--- src/rtl/layer_sequencer.sv ---
// layer_sequencer
//   Walks a 5-layer inference (CONV1, CONV2, CONV3, FC1, FC2) through the
//   datapath. Each layer is issued with a one-cycle layer_start pulse carrying
//   the layer id, its quantization scale and the activation SRAM base
//   addresses. The sequencer then waits for layer_done before issuing the next
//   layer. All five scales are captured at compute_start, so scale inputs may
//   change freely during a run.
//
// Ports
//   clk, rst                  clock, synchronous active-high reset
//   compute_start             pulse, starts a run (ignored while busy)
//   scale_CONV1..scale_FC2    per-layer scales, sampled at compute_start
//   layer_done                pulse from datapath, current layer finished
//   layer_start               pulse, run layer described by outputs below
//   layer_id                  0=CONV1 .. 4=FC2
//   layer_scale               snapshot scale for layer_id
//   act_in_base/act_out_base  activation SRAM word base addresses
//   busy                      run in progress
//   compute_finish            level, run ended (completed or aborted)
//   error                     level, run aborted by layer timeout
//
// Configuration
//   LAYER_TIMEOUT_EN  when defined, a layer that does not report layer_done
//                     within TIMEOUT_CYCLES WAIT cycles aborts the run with
//                     error set. When undefined, no counter exists and error
//                     is tied low.
module layer_sequencer #(
  parameter int unsigned TIMEOUT_CYCLES = 16384
) (
  input  logic        clk,
  input  logic        rst,
  input  logic        compute_start,
  input  logic [31:0] scale_CONV1,
  input  logic [31:0] scale_CONV2,
  input  logic [31:0] scale_CONV3,
  input  logic [31:0] scale_FC1,
  input  logic [31:0] scale_FC2,
  input  logic        layer_done,
  output logic        layer_start,
  output logic [2:0]  layer_id,
  output logic [31:0] layer_scale,
  output logic [15:0] act_in_base,
  output logic [15:0] act_out_base,
  output logic        busy,
  output logic        compute_finish,
  output logic        error
);

  typedef enum logic [1:0] {S_IDLE, S_ISSUE, S_WAIT} state_e;

  localparam logic [2:0] LAST_ID = 3'd4;

  // A timeout of fewer than 2 cycles cannot be represented by the counter.
  if (TIMEOUT_CYCLES < 2) begin : g_timeout_range
    $error("layer_sequencer: TIMEOUT_CYCLES must be at least 2");
  end

  state_e      state_q;
  logic [2:0]  layer_id_q;
  logic [31:0] layer_scale_q;
  logic [15:0] in_base_q, out_base_q;
  logic        layer_start_q, busy_q, finish_q;
  logic [4:0][31:0] scale_q;   // snapshot, index = layer id

  // Next-layer descriptor, only consumed when layer_id_q < LAST_ID.
  logic [2:0]  nxt_id_d;
  logic [31:0] nxt_scale_d;
  logic [15:0] nxt_in_d, nxt_out_d;

  always_comb begin
    nxt_id_d    = layer_id_q + 3'd1;
    nxt_scale_d = '0;
    nxt_in_d    = 16'd0;
    nxt_out_d   = 16'd256;
    case (nxt_id_d)
      3'd1: begin nxt_scale_d = scale_q[1]; nxt_in_d = 16'd256; nxt_out_d = 16'd592; end
      3'd2: begin nxt_scale_d = scale_q[2]; nxt_in_d = 16'd592; nxt_out_d = 16'd692; end
      3'd3: begin nxt_scale_d = scale_q[3]; nxt_in_d = 16'd692; nxt_out_d = 16'd722; end
      3'd4: begin nxt_scale_d = scale_q[4]; nxt_in_d = 16'd722; nxt_out_d = 16'd743; end
      default: ;
    endcase
  end

`ifdef LAYER_TIMEOUT_EN
  localparam int CW = (TIMEOUT_CYCLES > 2) ? $clog2(TIMEOUT_CYCLES) : 1;
  localparam logic [CW-1:0] TMO_LAST = CW'(TIMEOUT_CYCLES - 1);
  logic [CW-1:0] tmo_cnt_q;
  logic          error_q;
  assign error = error_q;
`else
  assign error = 1'b0;
`endif

  always_ff @(posedge clk) begin
    if (rst) begin
      state_q       <= S_IDLE;
      layer_id_q    <= 3'd0;
      layer_scale_q <= '0;
      in_base_q     <= 16'd0;
      out_base_q    <= 16'd256;
      layer_start_q <= 1'b0;
      busy_q        <= 1'b0;
      finish_q      <= 1'b0;
      scale_q       <= '0;
`ifdef LAYER_TIMEOUT_EN
      tmo_cnt_q     <= '0;
      error_q       <= 1'b0;
`endif
    end else begin
      case (state_q)
        S_IDLE: begin
          if (compute_start) begin
            scale_q       <= {scale_FC2, scale_FC1, scale_CONV3, scale_CONV2, scale_CONV1};
            layer_id_q    <= 3'd0;
            layer_scale_q <= scale_CONV1;
            in_base_q     <= 16'd0;
            out_base_q    <= 16'd256;
            layer_start_q <= 1'b1;
            busy_q        <= 1'b1;
            finish_q      <= 1'b0;
`ifdef LAYER_TIMEOUT_EN
            error_q       <= 1'b0;
`endif
            state_q       <= S_ISSUE;
          end
        end
        S_ISSUE: begin
          // layer_start was raised on entry; this drops it after one cycle.
          layer_start_q <= 1'b0;
`ifdef LAYER_TIMEOUT_EN
          tmo_cnt_q     <= '0;
`endif
          state_q       <= S_WAIT;
        end
        S_WAIT: begin
          // layer_done takes priority over a timeout on the same edge.
          if (layer_done) begin
            if (layer_id_q == LAST_ID) begin
              finish_q <= 1'b1;
              busy_q   <= 1'b0;
              state_q  <= S_IDLE;
            end else begin
              layer_id_q    <= nxt_id_d;
              layer_scale_q <= nxt_scale_d;
              in_base_q     <= nxt_in_d;
              out_base_q    <= nxt_out_d;
              layer_start_q <= 1'b1;
              state_q       <= S_ISSUE;
            end
          end
`ifdef LAYER_TIMEOUT_EN
          else if (tmo_cnt_q == TMO_LAST) begin
            error_q  <= 1'b1;
            finish_q <= 1'b1;
            busy_q   <= 1'b0;
            state_q  <= S_IDLE;
          end else begin
            tmo_cnt_q <= tmo_cnt_q + 1'b1;
          end
`endif
        end
        default: state_q <= S_IDLE;
      endcase
    end
  end

  assign layer_start    = layer_start_q;
  assign layer_id       = layer_id_q;
  assign layer_scale    = layer_scale_q;
  assign act_in_base    = in_base_q;
  assign act_out_base   = out_base_q;
  assign busy           = busy_q;
  assign compute_finish = finish_q;

endmodule

--- config.mk ---
export PLATFORM = sky130hd
export DESIGN_NAME = layer_sequencer
export DESIGN_NICKNAME = d
export VERILOG_FILES = /design/src/rtl/layer_sequencer.sv
export SDC_FILE = /design/constraint.sdc
export NUM_CORES = 1
export LEC_CHECK = 0
export BUFFER_PORTS_ARGS = -buffer_cell sky130_fd_sc_hd__buf_4
export CAP_MARGIN = 0
export CORE_MARGIN = 2
export CORE_UTILIZATION = 40
export DETAILED_ROUTE_END_ITERATION = 8
export GPL_ROUTABILITY_DRIVEN = 0
export SYNTH_ARGS = -nofsm -noshare
export SYNTH_HDL_FRONTEND = slang
export SYNTH_SLANG_ARGS = --single-unit
--- constraint.sdc ---
create_clock -name clk -period 2.4 [get_ports clk]
set_input_delay 0.36 -clock clk [delete_from_list [all_inputs] [get_ports clk]]
set_output_delay 0.36 -clock clk [all_outputs]
set_load 0.02 [all_outputs]
* After elaboration in Yosys (flattened, before gate mapping)
Cells that the tools add are included.
** Word-level totals
- Flip-flop bits (word level) :: 200
- Bits of input ports :: 164
** Cells by class
- $add $sub $neg :: 1
- Eq/ne operators :: 11
- Mux-type cells :: 34
- Reduce and logical (&&, ||, !) cells :: 8
** Operators with widths (number)
- $pmux 32 s4 :: 1
- $mux 16 :: 6
- $mux 32 :: 3
- $pmux 10 s4 :: 2
- $pmux 16 s2 :: 2
- $pmux 32 s2 :: 1
- $reduce_and 4->1 :: 3
- $mux 1 :: 9
- $mux 3 :: 3
- $ne 2x2->1 const B :: 4
- $eq 3x2->1 const B :: 2
- $eq 3x3->1 const B :: 2
- $pmux 2 s3 :: 1
- $pmux 3 s2 :: 1
- $mux 2 :: 2
- $pmux 1 s2 :: 2
- $reduce_and 2->1 :: 2
- $add 3x1->3 const B :: 1
- $eq 3x1->1 const B :: 1
- $pmux 1 s3 :: 1
- $reduce_bool 3->1 :: 1
- $eq 2x1->1 const B :: 1
- $eq 2x2->1 const B :: 1
- $logic_not 2->1 :: 1
- $reduce_bool 2->1 :: 1

* Longest topological paths before layout
Gate-level depths: netlist (run 1).
- Word-level depth :: 6
- Depth in mapped cells :: 9

* Worst setup path after synthesis (run 1)
OpenSTA, ideal clock, no wires.
- Kind :: reg-to-reg
- Start :: register layer_id_q[1] (netlist: layer_id[1])
- End :: register layer_scale_q[11] (netlist: layer_scale[11])
- Arrival time :: 1.939 ns
- Required time :: 2.266 ns
- Path slack :: 0.327 ns
- Stages on the path, launching flop included :: 10
- Path through :: dfxtp_1 -> ha_1 -> ha_1 -> buf_6 -> and2_1 -> buf_6 -> buf_4 -> a222oi_1 -> a2bb2oi_1 -> a211oi_1
** Between the ends
- Cells in the longest elaborated chain, start to end :: 6
** Ends and longest elaborated chain
- start, declared :: line 59 : logic [2:0] layer_id_q;
- start signal, assigned :: line 143 : layer_id_q <= nxt_id_d;
- $add 3x1->3 :: line 71 : nxt_id_d = layer_id_q + 3'd1;
- $eq 3x3->1 (tied with other cells) :: line 75 : case (nxt_id_d)
- $pmux 32 s4 :: line 75
- $mux 32 :: line 138 : if (layer_id_q == LAST_ID) begin
- $mux 32 :: line 137 : if (layer_done) begin
- $pmux 32 s2 :: line 110 : case (state_q)
- end signal, assigned :: line 115 : layer_scale_q <= scale_CONV1;
- end signal, assigned :: line 144 : layer_scale_q <= nxt_scale_d;
- end, declared :: line 60 : logic [31:0] layer_scale_q;
Parallel ways exist; a longest one is shown, timed or not. The select of a mux whose other input is x is not followed.
A chain may end at the register's enable or synchronous reset.

* Final worst setup path (run 1)
- Start :: register layer_id_q[0] (netlist: layer_id[0])
- End :: register layer_scale_q[10] (netlist: layer_scale[10])
The elaborated chain is that of the path after synthesis.

==> metrics.md, run 1 <==
| Metric | Value |
|---|---|
| Status | `finished clean` |
| CTS Buf Count | `17` |
| CTS H-tree lvls | `4` |
| Initial Utilization | `0.406` |
| Layout cells sized above 1 | `0.267` |
| Post-route ant nets | `0` |
| Crit. Startpoint | `layer_id[0]` |
| Drt total wl | `22700 µm` |
| HPWL after DPL | `15100 µm` |
| CP max FO | `26` |
| Int Power | `5.38 mW` |
| Setup violators final | `0` |
| PwrDens | `750 mW/mm²` |
| Clk_lat worst skew | `430 ps` |
| DR vias/cell | `5.34` |
| Synth Register Bits | `178` |
| Warnings, synthesis | `0` |
| Fraction of power consumed by sequential logic | `0.446` |
| Reg area | `0.00356 mm²` |
| CP arrival | `2360 ps` |
| TritonCTS clock tree | `yes` |
| Clk slew on worst S/H paths | `70 ps` |
| Worst-Margin Slew | `844 ps` |
| Largest net degree at the start of global routing | `71` |
| DIE AREA | `0.0201 mm²` |
| Finished Cell Area | `0.00981 mm²` |
| RSZ-0062 raised after global routing | `no` |
| Area of the multi-input gates | `0.00342 mm²` |
| Synth Instances | `915` |
| Setup TNS | `0 ps` |
| I/O Buffers | `218` |
| Distinct cells, synth | `35` |
| Final Hold Slack | `171 ps` |
| Clock power frac | `0.394` |
| Row Count | `50` |
| PostCTS Resize Cnt | `0` |
| HP Class | `in -> reg` |
| Die Ht | `142 µm` |
| Synthesis-to-layout area growth | `29.4%` |
| Rel. slew slack | `0.437` |
| Place WS | `395 ps` |
| Crit Path Category | `reg -> reg` |
| Tcrit/Tclk final | `0.845` |
| Number of diodes | `0` |
| Total grt overflow | `0` |
| Die X | `142 µm` |
| Clock sink count | `178` |
| Critical path required time | `2730 ps` |
| Core area | `0.0186 mm²` |
| Minimum clock period | `2030 ps` |
| Post-synth EDFFs | `0` |
| Vias | `7092` |
| # IOs | `235` |
| Final setup margin | `373 ps` |
| Asr flop ratio synth | `0` |
| DRT iter0 DRCs | `567` |
| Filler cells | `1830` |
| Cell leakage power | `3.98 nW` |
| Clock Tree Root | `clkbuf_16` |
| Cell Area, Placed | `0.00919 mm²` |
| Clock skew | `9.50 ps` |
| Post-CTS setup buffers | `0` |
| CP startpoint kind | `flop` |
| Switch Pwr | `1.98 mW` |
| Final std cells w/o fill | `1329` |
| Fin util | `0.526` |
| Peak Freq | `493 MHz` |
| Comb pwr share | `0.160` |
| # placed instances | `1297` |
| Reg2reg start | `layer_id[0]` |
| Final Max Slew Viols | `0` |
| Vias in the first global route | `6546` |
| HP Start | `scale_FC2[17]` |
| Tot GR Track Use | `0.219` |
| DR pass1 iterations | `8` |
| Maximum vdd ir drop | `0.479 mV` |
| Hold Fails Final Rpt | `0` |
| Sequential-to-total area share from yosys stat | `0.470` |
| Drt wl/cell | `17.1 µm` |
| First-pass GRT wire length | `34600 µm` |
| Top_reg_cell synth | `dfxtp_1` |
| Remaining DRCs | `0` |
| CP endpoint kind | `flop` |
| Maxcap violations | `0` |
| Post-CTS Hold Buffers | `0` |
| Nets@finish | `1251` |
| Avg Cell Area, Syn | `8.28 µm²` |
| Net Sw Frac | `0.269` |
| Overall power | `7.36 mW` |
| Post-Syn Area | `0.00758 mm²` |
| Initial antenna violation count | `0` |
| Clock Tree Buf Depth | `2` |
[final timing paths]
kind | endpoint | slack [ps] | cells after the start
worst max-delay path | layer_scale[10] | 370 | 7
worst min-delay path | scale_q[145] | 170 | 3
worst max register to register | layer_scale[10] | 370 | 7
worst min register to register | scale_q[43] | 450 | 2
[cell type report]
| type | count | share of cell area |
|---|---|---|
| Sequential cell | 178 | 0.363 |
| Multi-Input combinational cell | 635 | 0.349 |
| Timing Repair Buffer | 243 | 0.193 |
| Clock buffer | 18 | 0.0448 |
| Tap cell | 234 | 0.0299 |
| Clock inverter | 14 | 0.0179 |
| Inverter | 7 | 0.00268 |
[synth_stat cells, types with 2 or more instances]
| master | count | area share |
|---|---|---|
| buf_6 | 8 | 0.012 |
| a22o_1 | 27 | 0.031 |
| a21oi_1 | 177 | 0.12 |
| and2_1 | 3 | 0.0025 |
| inv_1 | 5 | 0.0025 |
| buf_2 | 42 | 0.028 |
| dfxtp_1 | 178 | 0.47 |
| a22o_2 | 4 | 0.0053 |
| buf_8 | 3 | 0.0059 |
| nand3_1 | 3 | 0.0020 |
| buf_4 | 27 | 0.027 |
| a222oi_1 | 31 | 0.041 |
| nand2_1 | 269 | 0.13 |
| a22oi_1 | 2 | 0.0020 |
| o21ai_0 | 16 | 0.011 |
| clkbuf_1 | 30 | 0.015 |
| nor2_1 | 6 | 0.0030 |
| a2bb2oi_1 | 31 | 0.036 |
| a211oi_1 | 32 | 0.032 |
| nor3_1 | 2 | 0.0013 |
| ha_1 | 5 | 0.0083 |
[logic make-up (layout without fill, tap and decap cells)]
logic type / Yosys count / after routing / share of synthesized area
DFF: 178 / 178 / 0.470
and+or+nand+nor: 288 / 288 / 0.148
other: 1 / 16 / 0.000495
adders and majority gates: 5 / 5 / 0.00826
buffers and inverters: 117 / 282 / 0.0907
AOI/OAI and AO/OA: 326 / 326 / 0.283
[power groups by stage]
stage          registers, mW  logic (mW)  clock network, mW
2_1_floorplan           3.39       0.657                  0
3_3_place_gp            3.35        1.18                  0
3_5_place_dp            3.35        1.18                  0
4_1_cts                 3.28        1.18               2.97
5_1_grt                 3.30        1.28               3.08
6_report                3.28        1.18               2.90
[layout by cell type (no fill, tap or decap), drive strengths merged, types with 7 or more instances in the layout]
master     n
a222oi    31
conb      16
a22o      31
a21oi    177
nor2       7
nand2    269
inv       11
a211oi    33
clkbuf    18
dfxtp    178
buf      243
o21ai     17
a2bb2oi   31
[registers in the layout, summed over array words and instances (netlist names)]
register	cells
act_in_base	6
layer_scale	32
layer_start	1
state_q	2
scale_q	128
compute_finish	1
busy	1
act_out_base	4
layer_id	3
[critical path, stage by stage (launching register included)]
cell       delay [ps]
dfxtp_1           360
ha_1              230
ha_2              340
and2_1            140
buf_4             320
a222oi_1          110
a2bb2oi_1         150
a211oi_1          250
[routing by layer]
layer	GRT usage	up-vias	share of wire
met2	0.361	249	0.48
met1	0.291	3316	0.44
met5	0	-	0
met3	0.0429	20	0.066
li1	-	3507	-
met4	0.0668	0	0.010
Note: power is estimated with default switching activity, not from simulation.
==> run 2, diff against run 1 <==
--- a/config.mk
+++ b/config.mk
@@ -5,12 +5,14 @@
 export SDC_FILE = /design/constraint.sdc
 export NUM_CORES = 1
 export LEC_CHECK = 0
+export ABC_AREA = 1
 export BUFFER_PORTS_ARGS = -buffer_cell sky130_fd_sc_hd__buf_4
 export CAP_MARGIN = 0
 export CORE_MARGIN = 2
 export CORE_UTILIZATION = 40
 export DETAILED_ROUTE_END_ITERATION = 8
 export GPL_ROUTABILITY_DRIVEN = 0
+export PLACE_DENSITY = 0.67
 export SYNTH_ARGS = -nofsm -noshare
 export SYNTH_HDL_FRONTEND = slang
 export SYNTH_SLANG_ARGS = --single-unit
==> constraint.sdc (replaced) <==
create_clock -name clk -period 1.85 [get_ports clk]
set_input_delay 0.2775 -clock clk [delete_from_list [all_inputs] [get_ports clk]]
set_output_delay 0.2775 -clock clk [all_outputs]
set_load 0.02 [all_outputs]
==> run 2 against run 1 <==
Net effect: design area is 6.6% higher; global-route usage grew 1.6 points; sequential power grew 37%; sequential share of layout area shrank 2.2 points; non-clock buffer count is 20 higher; clock skew fell by 2.2 ps; flip-flop and latch count is the same; first-iteration DRC count increased by 13%; power increased by 38%; clock power grew 24%; critical path depth increased by 3; largest cell class unchanged.
==> metrics.md, run 2 <==
| Metric | Value |
|---|---|
| Switch Pwr | `2.86 mW` |
| Initial Utilization | `0.410` |
| Core area | `0.0188 mm²` |
| Biggest register | `scale_q` |
| Crit-path cells | `buf_4 -> inv_1 -> ha_2 -> nand2_4 -> clkbuf_16 -> o21ai_0 -> nor2_1 -> nor2_1 -> nor2_1 -> nor2_1` |
| Cell leakage power | `4.65 nW` |
| Die Ht | `143 µm` |
| Die X | `143 µm` |
| Comb pwr share | `0.204` |
| Remaining DRCs | `0` |
| Final std cells w/o fill | `1591` |
| Count leader, synth | `nor2_1` |
| CP arrival | `2120 ps` |
| WP buf/inv | `3` |
| Drt wl/cell | `15.7 µm` |
| Synth Register Bits | `178` |
| Asr flop ratio synth | `0` |
| Setup TNS | `0 ps` |
| HPWL after DPL | `17900 µm` |
| Ranking of synthesized cells by area | `dfxtp_1 (46%), nor2_1 (14%), o21ai_0 (13%)` |
| # IOs | `235` |
| Synthesis-to-layout area growth | `35.3%` |
| Cell mode on critical path | `nor2_1` |
| Post-Syn Area | `0.00773 mm²` |
| Filler cells | `1905` |
| CP startpoint kind | `flop` |
| Clk_lat worst skew | `430 ps` |
| Initial antenna violation count | `0` |
| Distinct cells, synth | `21` |
| TritonCTS clock tree | `yes` |
| Maxcap violations | `0` |
| Overall power | `10.2 mW` |
| Post-synth EDFFs | `0` |
| Net Sw Frac | `0.282` |
| DIE AREA | `0.0204 mm²` |
| Post-CTS Hold Buffers | `0` |
| Clock sink count | `178` |
| Post-CTS setup buffers | `0` |
| Synth Instances | `1124` |
| Reg area | `0.00357 mm²` |
| Max reg flops | `128` |
| Max stage delay on crit path | `320 ps` |
| RSZ-0062 raised after global routing | `no` |
| Final Hold Slack | `97.7 ps` |
| Crit path max-delay cell type | `dfxtp_2` |
| Minimum clock period | `1750 ps` |
| CP endpoint kind | `flop` |
| PwrDens | `972 mW/mm²` |
| Most frequent cells in the layout | `nor2_1 (284), buf_4 (245), o21ai_0 (187), dfxtp_1 (176), nand2_1 (142)` |
| Int Power | `7.30 mW` |
| Worst-Margin Slew | `513 ps` |
| HP Class | `in -> reg` |
| Tot GR Track Use | `0.236` |
| Reg2reg setup slack | `100 ps` |
| Vias in the first global route | `6931` |
| Clock Tree Root | `clkbuf_16` |
| Total grt overflow | `0` |
| Fraction of power consumed by sequential logic | `0.442` |
| Warnings, synthesis | `0` |
| Peak Freq | `570 MHz` |
| Clock skew | `7.29 ps` |
| Synth top area share | `0.461` |
| Maximum vdd ir drop | `0.828 mV` |
| Clock power frac | `0.355` |
| Synth area leader | `dfxtp_1` |
| Row Count | `50` |
| Commonest non-fill, non-tap cell in the layout | `nor2_1` |
| CTS H-tree lvls | `4` |
| DR pass1 iterations | `5` |
| Clock Tree Buf Depth | `2` |
| Final setup margin | `96.6 ps` |
| Layout cells sized above 1 | `0.236` |
| Setup violators final | `0` |
| Top_reg_cell synth | `dfxtp_1` |
| Final Max Slew Viols | `0` |
| Post-route ant nets | `0` |
| I/O Buffers | `218` |
| Drt total wl | `25000 µm` |
| Largest net degree at the start of global routing | `58` |
| Avg Cell Area, Syn | `6.87 µm²` |
| Status | `finished clean` |
| Rel. slew slack | `0.657` |
| CTS Buf Count | `17` |
| Crit Path Category | `reg -> reg` |
| Top delay family on crit path | `buffers and inverters` |
| Cell Area, Placed | `0.00970 mm²` |
| Place WS | `-21.8 ps` |
| DRT iter0 DRCs | `641` |
| DR vias/cell | `4.92` |
| Post-synth top cells | `nor2_1 (286), o21ai_0 (208), dfxtp_1 (178)` |
| CP max FO | `10` |
| First-pass GRT wire length | `37300 µm` |
| Sequential-to-total area share from yosys stat | `0.461` |
| # placed instances | `1557` |
| Nets@finish | `1488` |
| Hold Fails Final Rpt | `0` |
| Area of the multi-input gates | `0.00353 mm²` |
| Fin util | `0.555` |
| Clk slew on worst S/H paths | `60 ps` |
| Vias | `7823` |
| Critical path required time | `2210 ps` |
| Finished Cell Area | `0.0105 mm²` |
| Tcrit/Tclk final | `0.948` |
==> run 2: area by class of cell <==
type,count,share of cell area
Clock inverter,6,0.0101
Inverter,69,0.0249
Clock buffer,24,0.0451
Sequential cell,178,0.341
Timing Repair Buffer,263,0.209
Tap cell,260,0.0311
Antenna cell,1,0.000239
Multi-Input combinational cell,790,0.338
==> run 2: routing by layer <==
metal	wire length [µm]	vias to the layer above	global-route usage
li1	-	3951	-
met1	11800	3533	0.357
met2	10700	319	0.335
met3	2220	20	0.0510
met4	325	0	0.0625
met5	0	-	0
==> run 2: what timing repair did <==
action,CTS,global route
pin swaps,0,4
resized for setup,7,39
setup endpoints to repair,5,44
gates cloned,0,3
==> run 2: worst paths after layout <==
| check | cells past startpoint | startpoint | to |
|---|---|---|---|
| max | 10 | layer_id[0] | layer_scale[19] |
| min | 3 | scale_FC2[12] | scale_q[140] |
| max reg2reg | 10 | layer_id[0] | layer_scale[19] |
| min reg2reg | 2 | scale_q[108] | scale_q[108] |
==> run 2: cells by family (layout without fill, tap and decap cells) <==
| kind of cell | Yosys count | in the layout | share of synthesized area |
|---|---|---|---|
| adders and majority gates | 5 | 5 | 0.00810 |
| and+or+nand+nor | 486 | 486 | 0.246 |
| AOI/OAI and AO/OA | 283 | 283 | 0.184 |
| DFF | 178 | 178 | 0.461 |
| other | 1 | 17 | 0.000485 |
| buffers and inverters | 171 | 362 | 0.0996 |
==> run 2: power groups by stage <==
stage | Clock (mW) | Combinational (mW) | Sequential [mW]
after global placement | 0 | 1.98 | 4.55
after CTS | 3.66 | 2.02 | 4.48
final | 3.60 | 2.07 | 4.49
after global routing | 3.81 | 2.31 | 4.53
after floorplan | 0 | 1.08 | 4.63
after detailed placement | 0 | 2.01 | 4.56
==> run 2: worst register-to-register path: cells and delay by family, from the launching register on <==
family,cells,cell delay (ps)
compound gates,1,280
fa+ha+maj,1,240
buf+inv,3,470
flops,1,320
simple gates,5,390
==> run 3, diff against run 2 <==
--- a/config.mk
+++ b/config.mk
@@ -12,6 +12,7 @@
 export CORE_UTILIZATION = 40
 export DETAILED_ROUTE_END_ITERATION = 8
 export GPL_ROUTABILITY_DRIVEN = 0
+export MAX_ROUTING_LAYER = met4
 export PLACE_DENSITY = 0.67
 export SYNTH_ARGS = -nofsm -noshare
 export SYNTH_HDL_FRONTEND = slang
==> run 3 against run 2 <==
Net effect: via count down 0.32%; sequential power about the same; register-to-register slack got worse by 30 ps; largest cell class unchanged; combinational power is essentially flat.
==> metrics.md, run 3 (synthesized netlist as in run 2, its figures left out) <==
| Metric | Value |
|---|---|
| Reg area | `0.00357 mm²` |
| Clock Tree Buf Depth | `2` |
| DRT iter0 DRCs | `767` |
| Total grt overflow | `0` |
| Filler cells | `1912` |
| RSZ-0062 raised after global routing | `yes` |
| Vias in the first global route | `6940` |
| Status | `finished clean` |
| Clock skew | `9.24 ps` |
| Vias | `7798` |
| Clock Tree Root | `clkbuf_16` |
| Clock sink count | `178` |
| Drt total wl | `24900 µm` |
| Die X | `143 µm` |
| TritonCTS clock tree | `yes` |
| Peak Freq | `562 MHz` |
| Die Ht | `143 µm` |
| Critical path required time | `2160 ps` |
| CTS Buf Count | `17` |
| Fin util | `0.553` |
| DRT met1 WL | `11700 µm` |
| Final setup margin | `71.2 ps` |
| Layout cells sized above 1 | `0.232` |
| Drt wl/cell | `15.6 µm` |
| CTS H-tree lvls | `4` |
| Area of the multi-input gates | `0.00351 mm²` |
| Post-route ant nets | `0` |
| HP Class | `in -> reg` |
| Biggest register | `scale_q` |
| CP arrival | `2090 ps` |
| Cell leakage power | `4.64 nW` |
| Largest net degree at the start of global routing | `58` |
| Remaining DRCs | `0` |
| Tcrit/Tclk final | `0.962` |
| WL met2 | `10600 µm` |
| Post-CTS setup buffers | `0` |
| Initial antenna violation count | `0` |
| Tot GR Track Use | `0.242` |
| Hold Fails Final Rpt | `0` |
| Crit Path Category | `reg -> reg` |
| Core area | `0.0188 mm²` |
| Maxcap violations | `0` |
| Synthesis-to-layout area growth | `34.7%` |
| Initial Utilization | `0.410` |
| HPWL after DPL | `17900 µm` |
| Final Max Slew Viols | `0` |
| Maximum vdd ir drop | `0.828 mV` |
| PwrDens | `977 mW/mm²` |
| Worst-Margin Slew | `534 ps` |
| Place WS | `-21.8 ps` |
| Row Count | `50` |
| Setup violators final | `0` |
| Minimum clock period | `1780 ps` |
| DR pass1 iterations | `5` |
| Max reg flops | `128` |
| DR vias/cell | `4.90` |
| Clk slew on worst S/H paths | `60 ps` |
| Most frequent cells in the layout | `nor2_1 (284), buf_4 (245), o21ai_0 (186), dfxtp_1 (176), nand2_1 (144)` |
| # IOs | `235` |
| I/O Buffers | `218` |
| Routed length on met3 | `2250 µm` |
| Commonest non-fill, non-tap cell in the layout | `nor2_1` |
| First-pass GRT wire length | `37200 µm` |
| CP max FO | `23` |
| DIE AREA | `0.0204 mm²` |
| Uppermost layer routed | `met4` |
| Nets@finish | `1487` |
| CP startpoint kind | `flop` |
| CP endpoint kind | `flop` |
| Clk_lat worst skew | `430 ps` |
| Rel. slew slack | `0.643` |
run 3: cell types whose count changed in the layout (fill, tap and decap cells not counted):
cell	before	now
nand2_2	3	2
nand2_1	142	144
nand2_4	3	2
o21ai_2	6	5
ha_1	1	3
ha_2	2	0
o21ai_0	187	186
clkbuf_16	20	19
o21ai_1	20	22
run 3: worst paths after layout:
check	startpoint	endpoint	slack (ps)	cells past startpoint
worst min register to register	scale_q[108]	scale_q[108]	450	2
worst max-delay path	layer_id[1]	layer_scale[21]	70	9
worst min-delay path	scale_FC2[12]	scale_q[140]	100	3
worst max register to register	layer_id[1]	layer_scale[21]	70	9
run 3: power by group:
group,switching (mW),internal (mW)
clock,1.43,2.18
sequential,0.231,4.26
combinational,1.21,0.862
run 3: cell type report:
class,count,area share
antenna,1,0.000240
timing repair buffer,262,0.208
inverter,69,0.0250
sequential,178,0.343
multi-input combinational,790,0.338
tap,260,0.0313
clock inverter,6,0.0101
clock buffer,24,0.0453
run 3: what timing repair did:
action / CTS / global route
hold buffers: 0 / 0
pin swaps: 0 / 4
gates cloned: 0 / 2
resized for setup: 7 / 34
setup endpoints to repair: 5 / 44
run 3: stage by stage:
step	setup TNS, ps	area [µm²]	total power, mW	hold WS [ps]	cells
final	0	10400	10.2	97.0	1590
after detailed placement	-57.3	9700	6.57	438	1557
after global routing	-60.9	10400	10.6	105	1589
after floorplan	0	7780	5.71	425	1139
after global placement	-21.6	9700	6.53	433	1557
after CTS	0	10300	10.2	89.3	1587
run 3: metal layers:
metal	vias to the layer above	GRT usage
met5	-	-
met1	3506	0.358
met2	332	0.334
met3	19	0.0469
li1	3941	-
met4	0	0.0672
run 3: worst max-delay path, cell delays in order (launching register included):
cell	delay (ps)
dfxtp_2	320
buf_4	150
inv_1	130
ha_4	200
nand2_1	100
o21bai_2	190
nor2_4	90
clkbuf_16	190
o21ai_1	210
nor2_1	70
